`src/rtl/pe_link_pkg.sv`:
```
// Shared field map and types for the PE east-link packer.
// The 164-bit link layout is fixed; the struct order matches the bit positions below.
package pe_link_pkg;

    localparam int unsigned LINK_WIDTH  = 164;
    localparam int unsigned DATA_WIDTH  = 32;
    localparam int unsigned LANES       = 4;
    localparam int unsigned LANE_W      = 2;
    localparam int unsigned SEQ_W       = 16;
    localparam int unsigned IDLE_W      = 8;

    localparam int unsigned VALID_BIT   = 163;
    localparam int unsigned LAST_BIT    = 162;
    localparam int unsigned CNT_LSB     = 160;
    localparam int unsigned SEQ_LSB     = 144;
    localparam int unsigned PAYLOAD_MSB = 127;

    typedef struct packed {
        logic                                valid;
        logic                                last;
        logic [LANE_W-1:0]                   cnt;
        logic [SEQ_W-1:0]                    seq;
        logic [15:0]                         rsvd;
        logic [LANES-1:0][DATA_WIDTH-1:0]    payload;
    } link_word_t;

    typedef enum logic {
        ST_IDLE = 1'b0,
        ST_FILL = 1'b1
    } pack_state_t;

endpackage

```
`src/rtl/pe_link_packer.sv`:
```
// Packs up to four 32-bit stream words into one registered 164-bit east-link word.
// Advances only while ap_start is high, in lock-step with the downstream tile.
module pe_link_packer
    import pe_link_pkg::*;
#(
    parameter int unsigned LINK_WIDTH   = pe_link_pkg::LINK_WIDTH,
    parameter int unsigned DATA_WIDTH   = pe_link_pkg::DATA_WIDTH,
    parameter int unsigned LANES        = pe_link_pkg::LANES,
    parameter int unsigned FLUSH_CYCLES = 16
) (
    input  logic                  clk,
    input  logic                  reset,
    input  logic                  ap_start,
    input  logic [DATA_WIDTH-1:0] s_data,
    input  logic                  s_valid,
    input  logic                  s_last,
    output logic                  s_ready,
    output logic [LINK_WIDTH-1:0] link_out
);

    localparam logic [IDLE_W-1:0] IDLE_LIMIT = IDLE_W'(FLUSH_CYCLES - 1);
    localparam logic [LANE_W-1:0] LAST_LANE  = LANE_W'(LANES - 1);

    pack_state_t                      state_q, state_d;
    logic [LANE_W-1:0]                lane_q, lane_d;
    logic [IDLE_W-1:0]                idle_q, idle_d;
    logic [SEQ_W-1:0]                 seq_q, seq_d;
    logic [LANES-1:0][DATA_WIDTH-1:0] buf_q, buf_d;
    link_word_t                       link_q, link_d;

    logic                             accept;
    logic [LANES-1:0][DATA_WIDTH-1:0] buf_wr;

    assign s_ready  = ap_start & ~reset;
    assign accept   = s_valid & s_ready;
    assign link_out = link_q;

    always_comb begin
        buf_wr         = buf_q;
        buf_wr[lane_q] = s_data;
    end

    always_comb begin
        state_d = state_q;
        lane_d  = lane_q;
        idle_d  = idle_q;
        seq_d   = seq_q;
        buf_d   = buf_q;
        link_d  = '0;

        if (!ap_start) begin
            link_d = link_q;
        end else if (accept) begin
            idle_d = '0;
            if (lane_q == LAST_LANE || s_last) begin
                link_d.valid   = 1'b1;
                link_d.last    = s_last;
                link_d.cnt     = lane_q;
                link_d.seq     = seq_q;
                link_d.payload = buf_wr;
                seq_d          = seq_q + 1'b1;
                buf_d          = '0;
                lane_d         = '0;
                state_d        = ST_IDLE;
            end else begin
                buf_d   = buf_wr;
                lane_d  = lane_q + 1'b1;
                state_d = ST_FILL;
            end
        end else if (state_q == ST_FILL) begin
            // An accept on the expiring cycle is handled above, so a flush never races a word.
            if (idle_q == IDLE_LIMIT) begin
                link_d.valid   = 1'b1;
                link_d.last    = 1'b0;
                link_d.cnt     = lane_q - 1'b1;
                link_d.seq     = seq_q;
                link_d.payload = buf_q;
                seq_d          = seq_q + 1'b1;
                buf_d          = '0;
                lane_d         = '0;
                idle_d         = '0;
                state_d        = ST_IDLE;
            end else begin
                idle_d = idle_q + 1'b1;
            end
        end else begin
            idle_d = '0;
        end
    end

    always_ff @(posedge clk) begin
        if (reset) begin
            state_q <= ST_IDLE;
            lane_q  <= '0;
            idle_q  <= '0;
            seq_q   <= '0;
            buf_q   <= '0;
            link_q  <= '0;
        end else begin
            state_q <= state_d;
            lane_q  <= lane_d;
            idle_q  <= idle_d;
            seq_q   <= seq_d;
            buf_q   <= buf_d;
            link_q  <= link_d;
        end
    end

endmodule

```
`config.mk`:
```
export PLATFORM = sky130hd
export DESIGN_NAME = pe_link_packer
export DESIGN_NICKNAME = d
export VERILOG_FILES = /design/src/rtl/pe_link_pkg.sv /design/src/rtl/pe_link_packer.sv
export SDC_FILE = /design/constraint.sdc
export NUM_CORES = 1
export LEC_CHECK = 0
export ABC_AREA = 1
export CAP_MARGIN = 10
export CORE_ASPECT_RATIO = 0.8
export CORE_UTILIZATION = 50
export DETAILED_ROUTE_END_ITERATION = 10
export HOLD_SLACK_MARGIN = 0.08
export PLACE_DENSITY_LB_ADDON = 0.15
export SETUP_SLACK_MARGIN = 0.1
export SLEW_MARGIN = 20
export SYNTH_ARGS = -nofsm -noshare
export SYNTH_HDL_FRONTEND = slang
export SYNTH_SLANG_ARGS = --single-unit
```
`constraint.sdc`:
```
create_clock -name clk -period 1.7 [get_ports clk]
set_input_delay 0.34 -clock clk [delete_from_list [all_inputs] [get_ports clk]]
set_output_delay 0.34 -clock clk [all_outputs]
set_load 0.01 [all_outputs]
```
==> run summary <==
post-synthesis sequential area ratio -> 43.4%
DRT iter0 DRCs -> 1918
CTS tree -> done
# clock sinks -> 303
most frequent cells in the layout -> nand2_1, a21oi_1, dfxtp_1
CTS Buffer Depth -> 3
HPWL after detailed placement -> 28200 µm
Hold WS -> 0.160 ns
Worst setup EP type -> register
global-route wire length before repair -> 73100 µm
fin crit share -> 99.0%
Hold Fails Final Rpt -> 0
width of the die -> 189 µm
Mapped Cells -> 2036
met2 usage -> 51.9%
largest net degree at the start of global routing -> 92
Synth area leader -> dfxtp_1
commonest non-fill, non-tap cell in the layout -> nand2_1
Max Cap Viol -> 0
status -> finished clean
Synth Area in Simple Gates -> 20.5%
fin crit period -> 1.68 ns
final setup fails -> 0
CP Launch Type -> register
met3 GRT Util -> 6.38%
vias in the first global route -> 13605
core area -> 27400 µm²
initial antenna violation count -> 1
Design Power -> 16300 µW
initial core utilization -> 51.1%
Buffers on Ports -> 185
HP Class -> input port to register
Top FF cell, synth -> dfxtp_1
max_slew headroom -> 40.4%
slowest stage delay, CP -> 0.36 ns
data required time of the worst path -> 2.13 ns
cts bufs inserted -> 34
post-DR wirelength/cell -> 19.8 µm
vias after detailed routing -> 15332
post-synthesis area per instance -> 6.87 µm²
busiest grt layer -> met2
Worst Path Buf+Inv -> 5
Yosys reg bits -> 303
M1 GR Usage -> 41.9%
Core Util, Final -> 71.5%
die area -> 28700 µm²
# rows -> 54
RSZ-0062 raised after global routing -> true
drt drc -> 0
crit-path max FO -> 7
Post-Synthesis Cell Area -> 14000 µm²
share of synthesized registers carrying an async set or reset -> 0%
number of flops mapped to enable cells by yosys -> 0
nets@finish -> 2264
synth-to-layout area growth -> 39.8%
Fill cells -> 2172
ratio of cells with drive above 1 in the final layout -> 18.0%
root buf cell -> clkbuf_16
Final Wtd Congestion -> 0.839
total leakage power -> 0.00763 µW
VDD IR max -> 551 µV
Synth Area in Adders -> 0.537%
Slew Limit Fails -> 0
Pwr Density -> 833 nW/µm²
post-synthesis mux area share -> 0.161%
Crit Path Category -> register to register
final WL -> 51500 µm
Critical Path AT -> 2.11 ns
Area contributors post-synth -> dfxtp_1, a21oi_1, nand2_1
Overall Global Routing Usage -> 32.2%
main combinational cell family by area after synthesis -> compound AO/OA/AOI/OAI gates
CTS Hold Buffers Added -> 0
Die H -> 152 µm
clock network latency to the later pin of the worst-skew pair -> 0.52 ns
area share of the largest cell type after synthesis -> 43.4%
Worst Skew -> 0.0156 ns
1st-pass router iterations -> 5
vias per cell -> 5.88
Largest delay share family, worst path -> buffers and inverters
register area -> 6080 µm²
remaining antenna violation count -> 0
CP cell instances -> ha_4 -> inv_2 -> nor2_4 -> nand3_4 -> nor2_4 -> buf_12 -> buf_6 -> buf_12 -> buf_16 -> nand2_4 -> a21oi_2
Synth Area in Compound Gates -> 24.6%
Ys Warns -> 0
H-tree levels -> 2
Boundary Pins -> 202
area of the multi-input gates -> 7510 µm²
FMAX -> 594 MHz
Critical-path top delay cell -> dfxtp_2
gr ovfl total -> 0
Unique masters post-synth -> 32
Slew @ Worst Pin -> 0.894 ns
clock slew at reported path FFs -> 0.06 ns
area share of xor/xnor cells in the synthesized design -> 0.313%
## cell usage after synthesis (all sizes together) (2+ instances only)
cell,n
inv,155
xor2,4
a21oi,423
nand4,8
ha,6
nand2,488
nor3,2
nor2,40
dfxtp,303
nand3,152
o21ai,262
nand3b,2
clkbuf,94
mux2,2
buf,89
## through the flow
step	setup TNS (ns)	cell area [µm²]	cells	setup WS, ns
2_1_floorplan	0	14100	2051	0.116
3_3_place_gp	-30.26	16900	2515	-0.152
3_5_place_dp	-30.53	16900	2515	-0.165
4_1_cts	0	18100	2583	0.101
5_1_grt	-0.716	19600	2606	-0.0622
6_report	0	19600	2607	0.0175
## routing by layer
layer  vias to the layer above  part of all wire, %
met2                       901                   45
met1                      7173                   40
met5                         -                    0
met4                         0                  4.1
met3                       161                   11
li1                       7097                    -
## path summary, 6_finish.rpt
check,depth (start not counted),start,slack [ns],endpoint
worst max-delay path,11,idle_q[1],0.02,link_out[112]
worst min-delay path,3,reset,0.16,link_out[147]
worst max register to register,11,idle_q[1],0.02,link_out[112]
worst min register to register,2,link_out[145],0.46,link_out[145]
## power by group
group	internal (µW)	switching, µW	leakage (µW)	total [µW]
Combinational	625	1030	0.00463	1650
Clock	4260	2960	0.000530	7220
Sequential	7280	134	0.00247	7410
Total	12200	4120	0.00763	16300
## final cells by class
type                    count  share of cell area (%)
diodes                      1                  0.0128
clock buffers              54                    5.42
clock inverters             3                  0.0960
inverters                 155                    3.03
multi-input cells        1410                    38.4
flip-flops and latches    303                    31.1
well taps                 364                    2.33
repair buffers            317                    19.6
## flip-flops by register name, indices dropped and copies added (netlist names)
register	count
buf_q	128
state_q	1
idle_q	8
link_out	148
seq_q	16
lane_q	2
## kinds of logic (layout without fill, tap and decap cells)
logic type | count (synthesis) | after routing
flops | 303 | 303
buf+inv | 338 | 529
fa+ha+maj | 6 | 6
xor+xnor | 5 | 5
other cells | 1 | 17
simple gates | 694 | 694
mux | 2 | 2
compound gates | 687 | 687
## worst reg2reg max path: cells and delay by family, from the launching register on
family	cells	cell delay, ns
flops	1	0.36
fa+ha+maj	1	0.14
compound gates	1	0.15
buf+inv	5	0.57
simple gates	4	0.38
## what timing repair did
action                                 CTS  global route
gates cloned                             5            18
gates resized for setup                176           293
setup endpoints to repair              316           291
setup buffers                            6             8
pin swaps                               10           104
endpoints found under the hold margin    0             0
No activity file was read; power rests on OpenSTA's default activity.
